$ cat config.mk
export PLATFORM = sky130hd
export DESIGN_NAME = alu_flat
export DESIGN_NICKNAME = d
export VERILOG_FILES = /design/src/rtl/alu_pkg.sv /design/src/rtl/alu_if.sv /design/src/rtl/alu_addsub.sv /design/src/rtl/alu.sv /design/src/flat_wrapper.sv
export SDC_FILE = /design/constraint.sdc
export NUM_CORES = 1
export LEC_CHECK = 0
export CAP_MARGIN = 20
export CORE_ASPECT_RATIO = 1.1
export CORE_MARGIN = 2
export CORE_UTILIZATION = 35
export DETAILED_ROUTE_END_ITERATION = 16
export GPL_TIMING_DRIVEN = 1
export PLACE_DENSITY = 0.69
export SLEW_MARGIN = 20
export SYNTH_ARGS = -nofsm -noshare
export SYNTH_HDL_FRONTEND = slang
export SYNTH_HIERARCHICAL = 1
export SYNTH_SLANG_ARGS = --single-unit
$ cat constraint.sdc
create_clock -name clk -period 5.45 [get_ports clk]
set_input_delay 1.3625 -clock clk [delete_from_list [all_inputs] [get_ports clk]]
set_output_delay 1.3625 -clock clk [all_outputs]
set_load 0.03 [all_outputs]
$ cat src/rtl/alu_pkg.sv
// alu_pkg: shared definitions for the execute-stage ALU.
//   ALU_WIDTH             default operand/result width
//   ALU_ADD/SUB/AND/OR    CTRL operation encodings
package alu_pkg;

    localparam int ALU_WIDTH = 32;

    localparam logic [1:0] ALU_ADD = 2'b00;
    localparam logic [1:0] ALU_SUB = 2'b01;
    localparam logic [1:0] ALU_AND = 2'b10;
    localparam logic [1:0] ALU_OR  = 2'b11;

endpackage

$ cat src/rtl/alu_if.sv
// alu_if: operand/result bundle between the datapath and the ALU.
//   A, B    operands (driven by master)
//   CTRL    operation select (driven by master)
//   R       registered result (driven by slave)
//   zero    registered R==0 flag
//   ovf     registered signed-overflow flag
//   branch  registered equality-branch flag
interface alu_if import alu_pkg::*; #(
    parameter int WIDTH = ALU_WIDTH
);

    logic [WIDTH-1:0] A;
    logic [WIDTH-1:0] B;
    logic [1:0]       CTRL;
    logic [WIDTH-1:0] R;
    logic             zero;
    logic             ovf;
    logic             branch;

    modport master (
        output A, B, CTRL,
        input  R, zero, ovf, branch
    );

    modport slave (
        input  A, B, CTRL,
        output R, zero, ovf, branch
    );

endinterface

$ cat src/rtl/alu_addsub.sv
// alu_addsub: combinational WIDTH-bit adder/subtractor.
//   a, b   operands
//   sub    0: a + b, 1: a - b (as a + ~b + 1)
//   sum    result modulo 2^WIDTH
//   ovf    signed (two's complement) overflow
module alu_addsub import alu_pkg::*; #(
    parameter int WIDTH = ALU_WIDTH
) (
    input  logic [WIDTH-1:0] a,
    input  logic [WIDTH-1:0] b,
    input  logic             sub,
    output logic [WIDTH-1:0] sum,
    output logic             ovf
);

    logic [WIDTH-1:0] b_eff_s;
    logic [WIDTH-1:0] cin_s;

    // Invert B and inject a carry-in of one for subtraction
    always_comb begin
        if (sub) begin
            b_eff_s = ~b;
            cin_s   = {{(WIDTH-1){1'b0}}, 1'b1};
        end else begin
            b_eff_s = b;
            cin_s   = {WIDTH{1'b0}};
        end
    end

    // Sum and overflow: overflow when both addends share a sign the sum lacks
    always_comb begin
        sum = a + b_eff_s + cin_s;
        ovf = (a[WIDTH-1] == b_eff_s[WIDTH-1]) && (sum[WIDTH-1] != a[WIDTH-1]);
    end

endmodule

$ cat src/rtl/alu.sv
// alu: registered integer ALU for the execute stage, one-cycle latency.
//   clk    rising-edge clock
//   reset  synchronous active-high reset (R=0, zero=1, ovf=0, branch=0)
//   bus    alu_if.slave: A, B, CTRL in; R, zero, ovf, branch out (all registered)
module alu import alu_pkg::*; #(
    parameter int WIDTH = ALU_WIDTH
) (
    input  logic  clk,
    input  logic  reset,
    alu_if.slave  bus
);

    logic [WIDTH-1:0] sum_s;
    logic             add_ovf_s;
    logic             sub_s;
    logic [WIDTH-1:0] result_s;
    logic             ovf_s;
    logic             zero_s;
    logic             branch_s;

    logic [WIDTH-1:0] result_r;
    logic             zero_r;
    logic             ovf_r;
    logic             branch_r;

    assign sub_s = (bus.CTRL == ALU_SUB);

    alu_addsub #(.WIDTH(WIDTH)) u_addsub (
        .a   (bus.A),
        .b   (bus.B),
        .sub (sub_s),
        .sum (sum_s),
        .ovf (add_ovf_s)
    );

    // Result mux and flag generation for the next registered state
    always_comb begin
        result_s = {WIDTH{1'b0}};
        ovf_s    = 1'b0;
        case (bus.CTRL)
            ALU_ADD, ALU_SUB: begin
                result_s = sum_s;
                ovf_s    = add_ovf_s;
            end
            ALU_AND: begin
                result_s = bus.A & bus.B;
                ovf_s    = 1'b0;
            end
            ALU_OR: begin
                result_s = bus.A | bus.B;
                ovf_s    = 1'b0;
            end
            default: begin
                result_s = {WIDTH{1'b0}};
                ovf_s    = 1'b0;
            end
        endcase
        zero_s   = (result_s == {WIDTH{1'b0}});
        // Branch uses operand equality directly, so it is blind to overflow
        branch_s = sub_s && (bus.A == bus.B);
    end

    // Output registers; reset wins over the cycle's operation
    always_ff @(posedge clk) begin
        if (reset) begin
            result_r <= {WIDTH{1'b0}};
            zero_r   <= 1'b1;
            ovf_r    <= 1'b0;
            branch_r <= 1'b0;
        end else begin
            result_r <= result_s;
            zero_r   <= zero_s;
            ovf_r    <= ovf_s;
            branch_r <= branch_s;
        end
    end

    assign bus.R      = result_r;
    assign bus.zero   = zero_r;
    assign bus.ovf    = ovf_r;
    assign bus.branch = branch_r;

endmodule

$ cat src/flat_wrapper.sv
// flat-port wrapper written by rule: the top's interface ports become plain ports
module alu_flat import alu_pkg::*;
#(
    parameter int WIDTH = ALU_WIDTH
)
  (clk, reset, bus_A, bus_B, bus_CTRL, bus_R, bus_zero, bus_ovf, bus_branch);
  alu_if #(.WIDTH(WIDTH)) bus_i ();
  input  logic clk;
  input  logic reset;
  input wire logic [$bits(bus_i.A)-1:0] bus_A;
  input wire logic [$bits(bus_i.B)-1:0] bus_B;
  input wire logic [$bits(bus_i.CTRL)-1:0] bus_CTRL;
  output wire logic [$bits(bus_i.R)-1:0] bus_R;
  output wire logic [$bits(bus_i.zero)-1:0] bus_zero;
  output wire logic [$bits(bus_i.ovf)-1:0] bus_ovf;
  output wire logic [$bits(bus_i.branch)-1:0] bus_branch;
  assign bus_i.A = bus_A;
  assign bus_i.B = bus_B;
  assign bus_i.CTRL = bus_CTRL;
  assign bus_R = bus_i.R;
  assign bus_zero = bus_i.zero;
  assign bus_ovf = bus_i.ovf;
  assign bus_branch = bus_i.branch;
  alu #(.WIDTH(WIDTH)) u_core (.clk(clk), .reset(reset), .bus(bus_i));
endmodule
**After elaboration in Yosys (flattened, before gate mapping)**

Index checks and enable logic that the tools add are counted.

- Add/subtract/negate cells: 2
- Mux-type cells: 4
- Reduce and logical (&&, ||, !) cells: 6
- Equal/unequal tests: 6
- Bitwise logic cells: 3

Operators by type and width:

| kind | count |
|---|---|
| $pmux W32 S3 | 1 |
| $add A32 B32 Y32 | 2 |
| $and A32 B32 Y32 | 1 |
| $eq A32 B32 Y1 | 1 |
| $logic_not A32 Y1 | 1 |
| $mux W32 | 1 |
| $not A32 Y32 | 1 |
| $or A32 B32 Y32 | 1 |
| $eq A2 B2 Y1 const B | 2 |
| $reduce_or A2 Y1 | 2 |
| $eq A2 B1 Y1 const B | 1 |
| $logic_and A1 B1 Y1 | 2 |
| $logic_not A2 Y1 | 1 |
| $pmux W1 S2 | 1 |
| $eq A1 B1 Y1 | 1 |
| $mux W1 | 1 |
| $ne A1 B1 Y1 | 1 |

- Register bits: 35
- Input port bits: 68
- Word-level logic and storage cells: 25
- Output and inout bits: 35

**Depth between registers and ports, before layout**

- Depth in word-level cells: 7
- Mapped depth: 20
- Mapped depth without buffers: 15

**Modules after synthesis**

Netlist, hierarchy kept.

By module, submodules not included:

| module | cells each | instances | area each (µm²) | sequential area each (µm²) |
|---|---|---|---|---|
| alu | 364 | 1 | 2,897.8 | 700.7 |
| alu_addsub | 316 | 1 | 2,247.2 | 0.0 |

**Worst setup path after synthesis**

Ideal clock, no wire load.

- Path type: input-to-reg
- Start point: in bus_CTRL[1]
- End point: reg u_core.zero_r (netlist: u_core/bus.zero)
- Arrival time: 5,408 ps
- Cell stages on the path: 20
- Library setup time: 60 ps
- Buffers on the path: 5
- Data required time: 5,390 ps
- Slack: -18 ps
- Cell sequence: buf_4 buf_2 buf_1 nor2b_1 buf_2 buf_1 xor2_1 inv_1 fa_1 nand2b_1 a21oi_1 o211ai_2 a2111oi_4 nor2_1 xnor2_1 nor2_1 a31oi_1 or4_1 nor4_2 a41o_1

- Word-level cells in the longest chain between the ends: 6
- Elaborated cells on any way between the ends: 11
- Those cells by class: 2 x add/sub; 3 x eq/ne; 3 x mux; 3 x reduce/logical

Ends and longest elaborated chain:

| element | line | source |
|---|---|---|
| start: declaration | flat_wrapper.sv:12 | `input wire logic [$bits(bus_i.CTRL)-1:0] bus_CTRL;` |
| $eq A2 B1 Y1 * | alu.sv:26 | `assign sub_s = (bus.CTRL == ALU_SUB);` |
| named net u_core.sub_s | alu.sv:15 | `logic sub_s;` |
| $mux W32 | alu_addsub.sv:21 | `if (sub) begin` |
| $add A32 B32 Y32 | alu_addsub.sv:32 | `sum = a + b_eff_s + cin_s;` |
| $add A32 B32 Y32 * | alu_addsub.sv:32 |  |
| named net u_core.sum_s[24] | alu.sv:13 | `logic [WIDTH-1:0] sum_s;` |
| $pmux W32 S3 * | alu.sv:40 | `case (bus.CTRL)` |
| $logic_not A32 Y1 * | alu.sv:58 | `zero_s = (result_s == {WIDTH{1'b0}});` |
| end signal: assignment | alu.sv:72 | `zero_r <= zero_s;` |
| end: declaration | alu.sv:22 | `logic zero_r;` |

Mark *: on every way through the listed nets, which the timed path passes. The rest lies on a longest branch.
A chain may end at the register's enable or synchronous reset.

**Final worst setup path**

- Start point: in bus_B[1]
- End point: reg u_core.zero_r (netlist: u_core/bus.zero)

- Word-level cells in the longest chain between the ends: 6
- Elaborated cells on any way between the ends: 8
- Those cells by class: 2 x add/sub; 2 x mux; 3 x bitwise; 1 x reduce/logical

Ends and longest elaborated chain:

| element | line | source |
|---|---|---|
| start: declaration | flat_wrapper.sv:11 | `input wire logic [$bits(bus_i.B)-1:0] bus_B;` |
| $not A32 Y32 | alu_addsub.sv:22 | `b_eff_s = ~b;` |
| $mux W32 * | alu_addsub.sv:21 |  |
| $add A32 B32 Y32 * (2 in series) | alu_addsub.sv:32 |  |
| named net u_core.sum_s[24] | alu.sv:13 |  |
| $pmux W32 S3 * | alu.sv:40 |  |
| $logic_not A32 Y1 * | alu.sv:58 |  |

Marks and branches as above.

==> impl_metrics.ini <==
[clock_network]
postCtsSetupBuffers = 0
clock-sinks = 35
htreeDepth = 2
cts_tree = built
clk_path_buf_depth = 2
ctsResizeCount = 0
ctsHoldBuffers = 0
clk_pin_slew_worst_paths_ns = 0.05
cts_buffers = 5
clockRootBuffer = clkbuf_16

[timing]
fin_crit_ns = 4.81
fmax_ghz = 0.208
hold_viol_final = 0
setup_tns_ns = 0
min_period_over_period_pct = 88.2
whs_ns = 1.66
slew_viol_final = 0
worst_pin_slew_ns = 0.640
relSlewSlack_pct = 57.3
setup_viol = 0
rsz0062_at_grt = false

[worst_setup_path]
crit_path_top_delay_cell = or4_1
cp-startpoint = bus_B[1]
critPathBufInv = 2
crit_fanout = 3
cpPeakStageDelay_ns = 0.58
critPathLaunchType = input port
worstPathArrival_ns = 5.03
timing.critical_path.mode_cell = nor2_1
crit_chain = clkdlybuf4s50_1 > xor2_1 > inv_1 > fa_1 > nand2b_1 > a21oi_1 > o211ai_2 > a2111oi_4 > nor2_1 > xnor2_1 > nor2_1 > a31oi_1 > or4_1 > nor4_2 > a41o_1
required_ns = 5.68
path_delay_family = compound AO/OA/AOI/OAI gates
end_kind = register
path_class = input port to register

[global_route]
grt_max_degree = 64
use_met1_pct = 22.2
grt_use_total_pct = 18.2
use_met3_pct = 2.13
grt_pass1_wl_mm = 23.4
busiest_layer = met2
grt_pass1_vias = 4711
antenna_found_initial = 0
globalRouteOverflowTotal = 0
gr-usage-met2_pct = 32.6

[place]
io_buffers = 102
gp_congestion = 0.960
dp_hpwl_mm = 11.9

[hold_path]
min_delay_worst_endpoint = u_core/bus.branch
hold_path_depth = 5
hold_path.class = input port to register
min_from = bus_CTRL[1]

[floorplanning]
fp.dieArea_um2 = 15700
start_util_pct = 35.8
chipHeight_um = 131
rows = 46
core_area_um2 = 14400
fp.dieW_um = 120
num_io_pins = 103

[routing]
drt_iter0_drc = 266
first_pass_iters = 5
routedWlPerCell_um = 14.9
vias = 4829
drc_errors = 0
totalWireLength_mm = 14.3
viasPerCell = 5.03
antenna_left = 0

[yosys]
ys_ff_latch = 35
synth_area_leaders = ha_1, dfxtp_1, xor2_1
synth.avg_cell_area_um2 = 7.57
async_flop_share_pct = 0
yosysUniqueCellTypes = 64
ys_seq_area_share_pct = 13.6
synth_top_area_cell = ha_1
syn_nets = 843
synth_top_area_share_pct = 22.9
syn_area_um2 = 5140
synth_edf_count = 0
yosysWarnings = 6
ys.flop_type = dfxtp_1
synthCells = 680

[final_layout]
diodes = 0
syn_to_final_growth_pct = 25.6
fin_nets = 930
n_fill_cell = 1465
drive_above_1_share_pct = 6.25
post-route-util_pct = 44.9

[job]
drv_cap = 0

[power_and_ir_drop]
ir_worst_vdd_mv = 0.101
powerDensity_nw_per_um2 = 208
power_mw = 1.34
total_leakage_power_nw = 2.98

[outcome]
outcome = finished, final reports clean
## metal layers
layer  part of all wire (%)  vias up
li1                       -     2481
met3                    4.2       25
met1                     43     2208
met4                    2.8        0
met5                      0        -
met2                     49      115
## area by class of cell
type | count | area [µm²] | area share (%)
Multi-Input combinational cell | 532 | 3990 | 61.7
Timing Repair Buffer | 110 | 1080 | 16.8
Sequential cell | 35 | 701 | 10.8
Inverter | 83 | 312 | 4.82
Tap cell | 192 | 240 | 3.72
Clock buffer | 6 | 129 | 1.99
Clock inverter | 2 | 12.5 | 0.194
## cells in the mapped netlist, drive strengths merged, types with 3 or more instances
library cell and instances:
o211ai 4, dfxtp 35, nor3 9, nor4 14
clkbuf 11, o31ai 3, nand2b 17, inv 83
and2b 4, buf 19, nand2 44, a211oi 6
nand4 12, o21ai 26, or2 18, xor2 41
nor2 54, and2 5, nand3 5, a31oi 24
o2111ai 3, xnor2 16, a21o 5, a21oi 51
and3 4, nor2b 32, o21bai 5, mux2i 12
a2111oi 3, ha 94
## stage by stage
stage	area, µm²	setup slack (ns)	instances
floorplan	5150	0.181	680
global placement	6320	0.445	952
detailed placement	6320	0.413	952
CTS	6460	0.677	960
global route	6460	0.407	960
finish	6460	0.641	960
## kinds of logic (layout without fill, tap and decap cells)
group | Yosys count | count (layout) | share of synthesized area (%)
adders and majority gates | 95 | 95 | 23.2
DFF | 35 | 35 | 13.6
buffers and inverters | 113 | 201 | 9.07
and+or+nand+nor | 225 | 225 | 23.2
xor gates and xnor gates | 57 | 57 | 9.70
muxes | 14 | 14 | 3.02
AOI/OAI and AO/OA | 141 | 141 | 18.1
## sequential cells by signal, indices dropped and copies added, names as in the netlist
register and cells:
u_core/bus.R 32, u_core/bus.branch 1, u_core/bus.ovf 1, u_core/bus.zero 1
## how the worst max path moves through the flow
stage                       to  slack [ns]  depth (start not counted)
3_3_place_gp   u_core/bus.zero        0.44                         15
6_report       u_core/bus.zero        0.64                         15
5_1_grt        u_core/bus.zero        0.41                         15
3_5_place_dp   u_core/bus.zero        0.41                         15
4_1_cts        u_core/bus.zero        0.68                         15
2_1_floorplan  u_core/bus.zero        0.18                         19
## layout by cell type (no fill, tap or decap), types with 4 or more instances in the layout
cell / Yosys / final
and2_1: 5 / 5
nor3_1: 8 / 8
dfxtp_1: 35 / 35
xor2_1: 41 / 41
a21o_1: 5 / 5
xnor2_1: 16 / 16
clkdlybuf4s50_1: 0 / 100
a21oi_1: 51 / 51
clkbuf_16: 0 / 5
a211oi_1: 5 / 5
nor4_1: 12 / 12
nor2b_1: 32 / 31
and2b_1: 4 / 4
o21bai_1: 5 / 5
mux2i_1: 11 / 11
nand3_1: 5 / 5
o21ai_1: 4 / 4
buf_4: 3 / 7
and3_1: 4 / 4
nand4_1: 12 / 12
inv_1: 83 / 83
nand2_1: 42 / 42
a31oi_1: 24 / 24
ha_1: 94 / 94
nor2_1: 54 / 54
or2_2: 14 / 14
nand2b_1: 17 / 17
o21ai_0: 21 / 21
## power breakdown
| part | internal, mW | switching (mW) |
|---|---|---|
| logic | 0.330 | 0.446 |
| registers | 0.287 | 0.00736 |
| clock network | 0.168 | 0.104 |
(Power assumes the default switching activity.)
